### config.mk
export PLATFORM = sky130hd
export DESIGN_NAME = single_port_ram_be
export DESIGN_NICKNAME = d
export VERILOG_FILES = /design/src/rtl/single_port_ram_be.sv
export SDC_FILE = /design/constraint.sdc
export NUM_CORES = 2
export LEC_CHECK = 0
export CAP_MARGIN = 20
export CORE_MARGIN = 5
export CORE_UTILIZATION = 35
export CTS_CLUSTER_DIAMETER = 200
export DETAILED_ROUTE_END_ITERATION = 12
export PLACE_DENSITY_LB_ADDON = 0.3
export SLEW_MARGIN = 20
export SYNTH_ARGS = -nofsm -noshare
export SYNTH_HDL_FRONTEND = slang
export SYNTH_SLANG_ARGS = --single-unit
### constraint.sdc
create_clock -name clk -period 2.4 [get_ports clk]
set_input_delay 0.36 -clock clk [delete_from_list [all_inputs] [get_ports clk]]
set_output_delay 0.36 -clock clk [all_outputs]
set_load 0.01 [all_outputs]
### src/rtl/single_port_ram_be.sv
`default_nettype none
// ============================================================================
// Module   : single_port_ram_be
// Brief    : Single-port synchronous RAM with byte enables, selectable
//            read-during-write mode, optional output register and post-reset
//            zero-fill. Optional per-lane parity under macro RAM_PARITY_EN.
// Revision : 1.0 - initial release
// ============================================================================
module single_port_ram_be #(
    parameter int ADDR_WIDTH     = 6,
    parameter int DATA_WIDTH     = 32,
    parameter int DEPTH          = 64,
    parameter int RDW_MODE       = 0,
    parameter int OUT_REG        = 0,
    parameter int CLEAR_ON_RESET = 1
) (
    input  logic                    clk,
    input  logic                    rst_n,
    input  logic                    en,
    input  logic                    we,
    input  logic [DATA_WIDTH/8-1:0] be,
    input  logic [ADDR_WIDTH-1:0]   addr,
    input  logic [DATA_WIDTH-1:0]   data,
`ifdef RAM_PARITY_EN
    input  logic                    par_inj,
    output logic                    parity_err,
`endif
    output logic [DATA_WIDTH-1:0]   q,
    output logic                    q_valid,
    output logic                    busy
);

    localparam int                    c_NB      = DATA_WIDTH / 8;
    localparam int                    c_IW      = (DEPTH > 1) ? $clog2(DEPTH) : 1;
    localparam logic [ADDR_WIDTH:0]   c_DEPTH   = (ADDR_WIDTH + 1)'(DEPTH);
    localparam logic [ADDR_WIDTH-1:0] c_LAST    = ADDR_WIDTH'(DEPTH - 1);
    localparam logic [0:0]            c_S_INIT  = 1'b0;
    localparam logic [0:0]            c_S_RUN   = 1'b1;
    localparam logic [0:0]            c_S_RESET = (CLEAR_ON_RESET != 0) ? c_S_INIT : c_S_RUN;

    // ------------------------------------------------------------------
    // Clear sequencer
    // ------------------------------------------------------------------
    logic [0:0]            r_state;
    logic [0:0]            w_state_nxt;
    logic [ADDR_WIDTH-1:0] r_ptr;
    logic [ADDR_WIDTH-1:0] w_ptr_nxt;

    always_ff @(posedge clk or negedge rst_n) begin
        if (!rst_n) begin
            r_state <= c_S_RESET;
            r_ptr   <= '0;
        end else begin
            r_state <= w_state_nxt;
            r_ptr   <= w_ptr_nxt;
        end
    end

    always_comb begin
        w_state_nxt = r_state;
        w_ptr_nxt   = r_ptr;
        if (r_state == c_S_INIT) begin
            w_ptr_nxt = r_ptr + ADDR_WIDTH'(1);
            if (r_ptr == c_LAST) begin
                w_state_nxt = c_S_RUN;
                w_ptr_nxt   = '0;
            end
        end
    end

    assign busy = (r_state == c_S_INIT);

    // ------------------------------------------------------------------
    // Storage; the clear sequencer shares the single write port
    // ------------------------------------------------------------------
    logic                  w_in_range;
    logic                  w_wr_req;
    logic [ADDR_WIDTH-1:0] w_wr_addr;
    logic [DATA_WIDTH-1:0] w_wr_data;
    logic [c_NB-1:0]       w_lane_we;
    logic [DATA_WIDTH-1:0] r_mem [DEPTH];

    assign w_in_range = ({1'b0, addr} < c_DEPTH);
    assign w_wr_req   = !busy && en && we;
    assign w_wr_addr  = busy ? r_ptr : addr;
    assign w_wr_data  = busy ? '0 : data;
    assign w_lane_we  = busy ? '1 : ((w_wr_req && w_in_range) ? be : '0);

    always_ff @(posedge clk) begin
        for (int i = 0; i < c_NB; i++) begin
            if (w_lane_we[i]) begin
                r_mem[w_wr_addr[c_IW-1:0]][8*i +: 8] <= w_wr_data[8*i +: 8];
            end
        end
    end

    // Old word and byte-merged new word; out-of-range accesses read as zero
    logic [DATA_WIDTH-1:0] w_old_word;
    logic [DATA_WIDTH-1:0] w_new_word;

    always_comb begin
        w_old_word = w_in_range ? r_mem[addr[c_IW-1:0]] : '0;
        w_new_word = w_old_word;
        for (int i = 0; i < c_NB; i++) begin
            if (be[i]) begin
                w_new_word[8*i +: 8] = data[8*i +: 8];
            end
        end
        if (!w_in_range) begin
            w_new_word = '0;
        end
    end

    // ------------------------------------------------------------------
    // First read stage: q only moves on a valid strobe
    // ------------------------------------------------------------------
    logic                  w_s1_valid;
    logic [DATA_WIDTH-1:0] w_s1_data;
    logic                  r_v1;
    logic [DATA_WIDTH-1:0] r_q1;

    always_comb begin
        w_s1_valid = 1'b0;
        w_s1_data  = w_old_word;
        if (!busy && en) begin
            if (!we || RDW_MODE == 0) begin
                w_s1_valid = 1'b1;
            end else if (RDW_MODE == 1) begin
                w_s1_valid = 1'b1;
                w_s1_data  = w_new_word;
            end
        end
    end

    always_ff @(posedge clk or negedge rst_n) begin
        if (!rst_n) begin
            r_v1 <= 1'b0;
            r_q1 <= '0;
        end else begin
            r_v1 <= w_s1_valid;
            if (w_s1_valid) begin
                r_q1 <= w_s1_data;
            end
        end
    end

`ifdef RAM_PARITY_EN
    // ------------------------------------------------------------------
    // Even parity, one bit per byte lane
    // ------------------------------------------------------------------
    function automatic logic [c_NB-1:0] lane_parity(input logic [DATA_WIDTH-1:0] word);
        logic [c_NB-1:0] p;
        p = '0;
        for (int i = 0; i < c_NB; i++) begin
            p[i] = ^word[8*i +: 8];
        end
        return p;
    endfunction

    logic [c_NB-1:0] r_par [DEPTH];
    logic [c_NB-1:0] w_wr_par;
    logic [c_NB-1:0] w_old_par;
    logic [c_NB-1:0] w_new_par;
    logic [c_NB-1:0] w_s1_par;
    logic            w_s1_perr;
    logic            r_perr1;

    assign w_wr_par = lane_parity(w_wr_data) ^ {c_NB{par_inj && !busy}};

    always_ff @(posedge clk) begin
        for (int i = 0; i < c_NB; i++) begin
            if (w_lane_we[i]) begin
                r_par[w_wr_addr[c_IW-1:0]][i] <= w_wr_par[i];
            end
        end
    end

    always_comb begin
        w_old_par = w_in_range ? r_par[addr[c_IW-1:0]] : '0;
        w_new_par = w_old_par;
        for (int i = 0; i < c_NB; i++) begin
            if (be[i]) begin
                w_new_par[i] = w_wr_par[i];
            end
        end
        if (!w_in_range) begin
            w_new_par = '0;
        end
        w_s1_par  = (we && RDW_MODE == 1) ? w_new_par : w_old_par;
        w_s1_perr = w_s1_valid && (|(w_s1_par ^ lane_parity(w_s1_data)));
    end

    always_ff @(posedge clk or negedge rst_n) begin
        if (!rst_n) begin
            r_perr1 <= 1'b0;
        end else begin
            r_perr1 <= w_s1_perr;
        end
    end
`endif

    // ------------------------------------------------------------------
    // Optional output register stage
    // ------------------------------------------------------------------
    generate
        if (OUT_REG != 0) begin : g_out_reg
            logic                  r_v2;
            logic [DATA_WIDTH-1:0] r_q2;

            always_ff @(posedge clk or negedge rst_n) begin
                if (!rst_n) begin
                    r_v2 <= 1'b0;
                    r_q2 <= '0;
                end else begin
                    r_v2 <= r_v1;
                    if (r_v1) begin
                        r_q2 <= r_q1;
                    end
                end
            end

            assign q       = r_q2;
            assign q_valid = r_v2;
`ifdef RAM_PARITY_EN
            logic r_perr2;

            always_ff @(posedge clk or negedge rst_n) begin
                if (!rst_n) begin
                    r_perr2 <= 1'b0;
                end else begin
                    r_perr2 <= r_perr1;
                end
            end

            assign parity_err = r_perr2;
`endif
        end else begin : g_no_out_reg
            assign q       = r_q1;
            assign q_valid = r_v1;
`ifdef RAM_PARITY_EN
            assign parity_err = r_perr1;
`endif
        end
    endgenerate

endmodule
`default_nettype wire

Word-level counts from Yosys, hierarchy flattened
Memory sizes are Yosys's and may differ from the RTL's. A register that Yosys moved wholly into a read port is not among the register bits.
Index checks and enable logic that the tools add are counted.

operators by class
  add/subtract/negate cells = 1
  equal/unequal tests = 1
  muxes and demuxes = 16
  bitwise operators = 1
  reduce and logical (&&, ||, !) cells = 3

operators by type and width
  kind                                         number
  two-way mux 32 bit                           1
  two-way mux 6 bit                            2
  two-way mux 1 bit                            11
  two-way mux 4 bit                            2
  adder 6 x 1 -> 6 bit, second input constant  1
  == test 6 bit, second input constant         1
  logical AND 1 bit                            2
  logical NOT 1 bit                            1
  inverter 1 bit                               1

word-level totals
  flip-flop bits (word level) = 8
  memory bits (writable) = 2048
  output and inout port bits = 34
  word-level logic and storage cells = 26
  memories = 1

memories
  memory  depth  width  read ports  clocked after memory_dff  write ports  RTL line  RTL
  r_mem   64     32     1           1                         1            81        logic [DATA_WIDTH-1:0] r_mem [DEPTH];

Longest topological paths before layout
  word-level depth = 6
  depth in mapped cells = 10
  mapped depth without buffers = 6

Worst setup path after synthesis
OpenSTA, ideal clock, no wires.

  path type = input -> register
  from = input port addr[2]
  to = memory r_mem[10][0], enable pin
  data arrival time = 2.229 ns
  required time = 2.030 ns
  setup slack = -0.199 ns
  cell stages on the path = 8
  cell sequence = buf_2 -> buf_2 -> buf_2 -> buf_2 -> a21oi_1 -> buf_2 -> nand3_1 -> nor2_1

between the ends
  cells in the longest elaborated chain, start to end = 1

RTL lines
  what               RTL line  RTL
  from (decl)        22        input logic [ADDR_WIDTH-1:0] addr,
  two-way mux 6 bit  85        assign w_wr_addr = busy ? r_ptr : addr;
  to (decl)          81

Every way passes these cells.

Final worst setup path
  from = register r_state
  to = memory r_mem[18][21], enable pin

between the ends
  cells in the longest elaborated chain, start to end = 6
  elaborated cells on any way between the ends = 7

RTL lines
  what                                     RTL line  RTL
  from (decl)                              44        logic [0:0] r_state;
  from (signal assigned)                   51        r_state <= c_S_RESET;
  from (signal assigned)                   54        r_state <= w_state_nxt;
  logical AND 1 bit (2 in a row)           84        assign w_wr_req = !busy && en && we;
  two-way mux 4 bit (2 in a row)           87        assign w_lane_we = busy ? '1 : ((w_wr_req && w_in_range) ? be : '0);
  two-way mux 1 bit                        91        if (w_lane_we[i]) begin
  two-way mux 1 bit (not written as such)  92        r_mem[w_wr_addr[c_IW-1:0]][8*i +: 8] <= w_wr_data[8*i +: 8];

Several ways; a longest one is shown, not always the timed one.

==> impl_metrics.json <==
{
  "outcome": "finished clean",
  "globalRoute.totalOverflow": 0,
  "p_sw_mw": 14.69,
  "syn_area_mm2": 0.08056,
  "synth-seq-cells": 2088,
  "wl_met1_mm": 89.00,
  "post-route-util_pct": 43.18,
  "synth_top_area_share_pct": 76.34,
  "cts_tree": "yes",
  "swShare_pct": 20.30,
  "post-route-drc-count": 0,
  "p_clk_share_pct": 42.7,
  "synthSimpleGateAreaFrac_pct": 3.365,
  "wl_mm": 213.6,
  "synth_compound_area_share_pct": 3.255,
  "cts.clk_slew.worst_paths_ns": 0.06,
  "synth_area_per_cell_um2": 20.39,
  "wl_met3_mm": 11.35,
  "grt_pass1_vias": 42751,
  "synth_xor_area_share_pct": 0.03261,
  "critPathKind": "register to register",
  "end_kind": "register",
  "postSynth.asyncResetShare_pct": 1.916,
  "syn_to_final_growth_pct": 22.99,
  "finalClockSkew_ns": 0.03835,
  "antenna_found_initial": 8,
  "setup_viol": 0,
  "synth_ff_type": "edfxtp_1",
  "slew_headroom_pct": 28.64,
  "dr_wl_met2_mm": 108.0,
  "leakagePower_nw": 27.61,
  "grt_max_degree": 65,
  "synth-edff-count": 2048,
  "synth_seq_area_share_pct": 77.58,
  "fin_crit_sh_pct": 98.53,
  "htreeDepth": 4,
  "power_density_mw_per_mm2": 730.1,
  "synth_fp_nets": 3999,
  "insertion_delay_ns": 0.85,
  "setup-tns-final_ns": 0,
  "worstPathRequired_ns": 2.93,
  "hold_viol": 0,
  "grt_first_pass_wirelength_mm": 308.1,
  "synthCells": 3952,
  "hold_path_class": "input port to async pin",
  "p_total_mw": 72.35,
  "dr.pass1.iters": 5,
  "max_freq_mhz": 422.9,
  "seq_power_share_pct": 54.5,
  "die_h_um": 489.8,
  "drt_iter0_markers": 4274,
  "crit_arrival_ns": 2.89,
  "io_pins": 80,
  "synthAdderAreaFrac_pct": 0.01553,
  "internal_power_mw": 57.66,
  "dp.final_hpwl_mm": 140.4,
  "synth_top_cell_by_area": "edfxtp_1",
  "fin_crit_ns": 2.365,
  "synth_common_cells": "edfxtp_1, mux4_2, mux2i_1, nor2_1, a22oi_1",
  "clock-sinks": 2088,
  "drive_gt1_share_pct": 32.57,
  "final_net_count": 4766,
  "numPortBuffers": 79,
  "yosysWarnings": 0,
  "wl_per_cell_um": 26.96,
  "cp-start-kind": "register",
  "worst_slew_pin_slew_ns": 1.068,
  "synthTopCellsByArea": "edfxtp_1, mux4_2, mux2i_1",
  "cts_root_buf": "clkbuf_16",
  "fp.coreArea_mm2": 0.2295,
  "routed.top_layer": "met5",
  "gp_congestion": 0.8148,
  "numCtsBuffers": 207,
  "start_util_pct": 35.11,
  "crit_path_max_fanout": 14,
  "vdd_drop_max_mv": 0.5773,
  "grt_usage_pct": 17.73,
  "final_antenna_net_count": 0,
  "synth.most_common_cell": "edfxtp_1",
  "rsz0062_at_grt": "yes",
  "dieWidth_um": 489.8,
  "synth_top_family_by_area": "multiplexers",
  "synth_mux_area_share_pct": 14.39,
  "rrSetupSlack_ns": 0.04,
  "clk_path_buf_depth": 3,
  "slew_viol_final": 0,
  "dr_total_vias": 41776,
  "num_rows": 176,
  "power_frac_comb_pct": 2.8,
  "fill_cells": 19816,
  "post_drt_via_cell_ratio": 5.272,
  "synth_cell_type_count": 42,
  "die_area_mm2": 0.2399,
  "cap_violations": 0
}
## through the flow
step                std cells  cell area (µm²)  setup slack (ns)  hold WS, ns
floorplan                3952            80720           -0.1648      0.06441
global placement         7518            91850            -1.058       0.4321
detailed placement       7518            91850            -1.056       0.4362
CTS                      7907            98700         -0.008462      0.07374
global route             7920            99080          -0.02521      0.08969
finish                   7924            99090           0.03525       0.1057
## layout by cell type, fill, tap and decap left out, types with 18 or more instances in the layout
master           instances
and2_2                  33
a211oi_1                55
o22ai_1                 64
dfrtp_2                 18
nor2_4                  42
clkbuf_1                52
clkinv_2                31
dfrtp_1                 22
nand4_1                 32
edfxtp_1              2048
a221o_1                 32
nor2b_1                 33
buf_12                 192
mux2i_1                291
buf_6                   19
buf_4                  500
clkbuf_16              212
clkdlybuf4s50_1         64
mux4_2                 384
nor2_2                  74
a22oi_1                160
or3_1                   34
nand2_1                 62
nor2_1                 149
a21oi_1                 33
clkinv_1                47
nand3_1                100
## sequential cells by signal, indices dropped and copies added (netlist names)
register / flops
q: 32
r_mem: 2048
q_valid: 1
r_ptr: 6
r_state: 1
## metal layers
| metal | up-vias | GRT usage, % |
|---|---|---|
| met1 | 22168 | 24.24 |
| met5 | - | 0 |
| li1 | 17952 | - |
| met4 | 2 | 4.735 |
| met2 | 1384 | 30.09 |
| met3 | 270 | 2.265 |
## timing repair
action	CTS	global route
endpoints found under the setup margin	836	554
buffers inserted	4	12
hold buffers	1	0
gates cloned	0	1
endpoints found under the hold margin	40	0
resized for setup	122	48
pin swaps	3	10
## power groups by stage
stage | sequential [mW] | clock, mW | combinational [mW]
after floorplan | 40.2 | 0 | 1.07
after global placement | 40.2 | 0 | 2.03
after detailed placement | 40.2 | 0 | 2.03
after CTS | 39.4 | 31.6 | 2.04
after global routing | 39.4 | 33.2 | 2.12
final | 39.4 | 30.9 | 2.01
## worst paths after layout
path,start,endpoint,cells after the start
min in group clk,en,q_valid,4
min reg2reg,r_ptr[2],r_ptr[2],1
max,r_state,r_mem[18][21],10
max in group asynchronous,rst_n,q[17],3
min,rst_n,q[15],3
max reg2reg,r_state,r_mem[18][21],10
## layout make-up
| class | count | area (µm²) | area share [%] |
|---|---|---|---|
| Sequential cell | 2088 | 62520 | 63.10 |
| Clock inverter | 113 | 888.4 | 0.8965 |
| Inverter | 3 | 13.76 | 0.01389 |
| Clock buffer | 271 | 5585 | 5.637 |
| Antenna cell | 4 | 10.01 | 0.01010 |
| Multi-Input combinational cell | 1627 | 17650 | 17.81 |
| Timing Repair Buffer | 792 | 8635 | 8.714 |
| Tap cell | 3026 | 3786 | 3.821 |
## cells by family after synthesis
logic type | count (synthesis)
DFF | 2088
muxes | 678
and+or+nand+nor | 586
AOI/OAI and AO/OA | 359
buffers and inverters | 237
xor gates and xnor gates | 3
adders and majority gates | 1
## worst max-delay path: stages, from the launching register on
cell     delay [ns]
dfrtp_2        0.48
buf_4          0.17
buf_12         0.15
a21oi_4        0.17
buf_6          0.20
buf_4          0.15
nand3_1        0.07
buf_4          0.20
buf_4          0.17
nor2_2         0.15
buf_12         0.15
(Power assumes the default switching activity.)
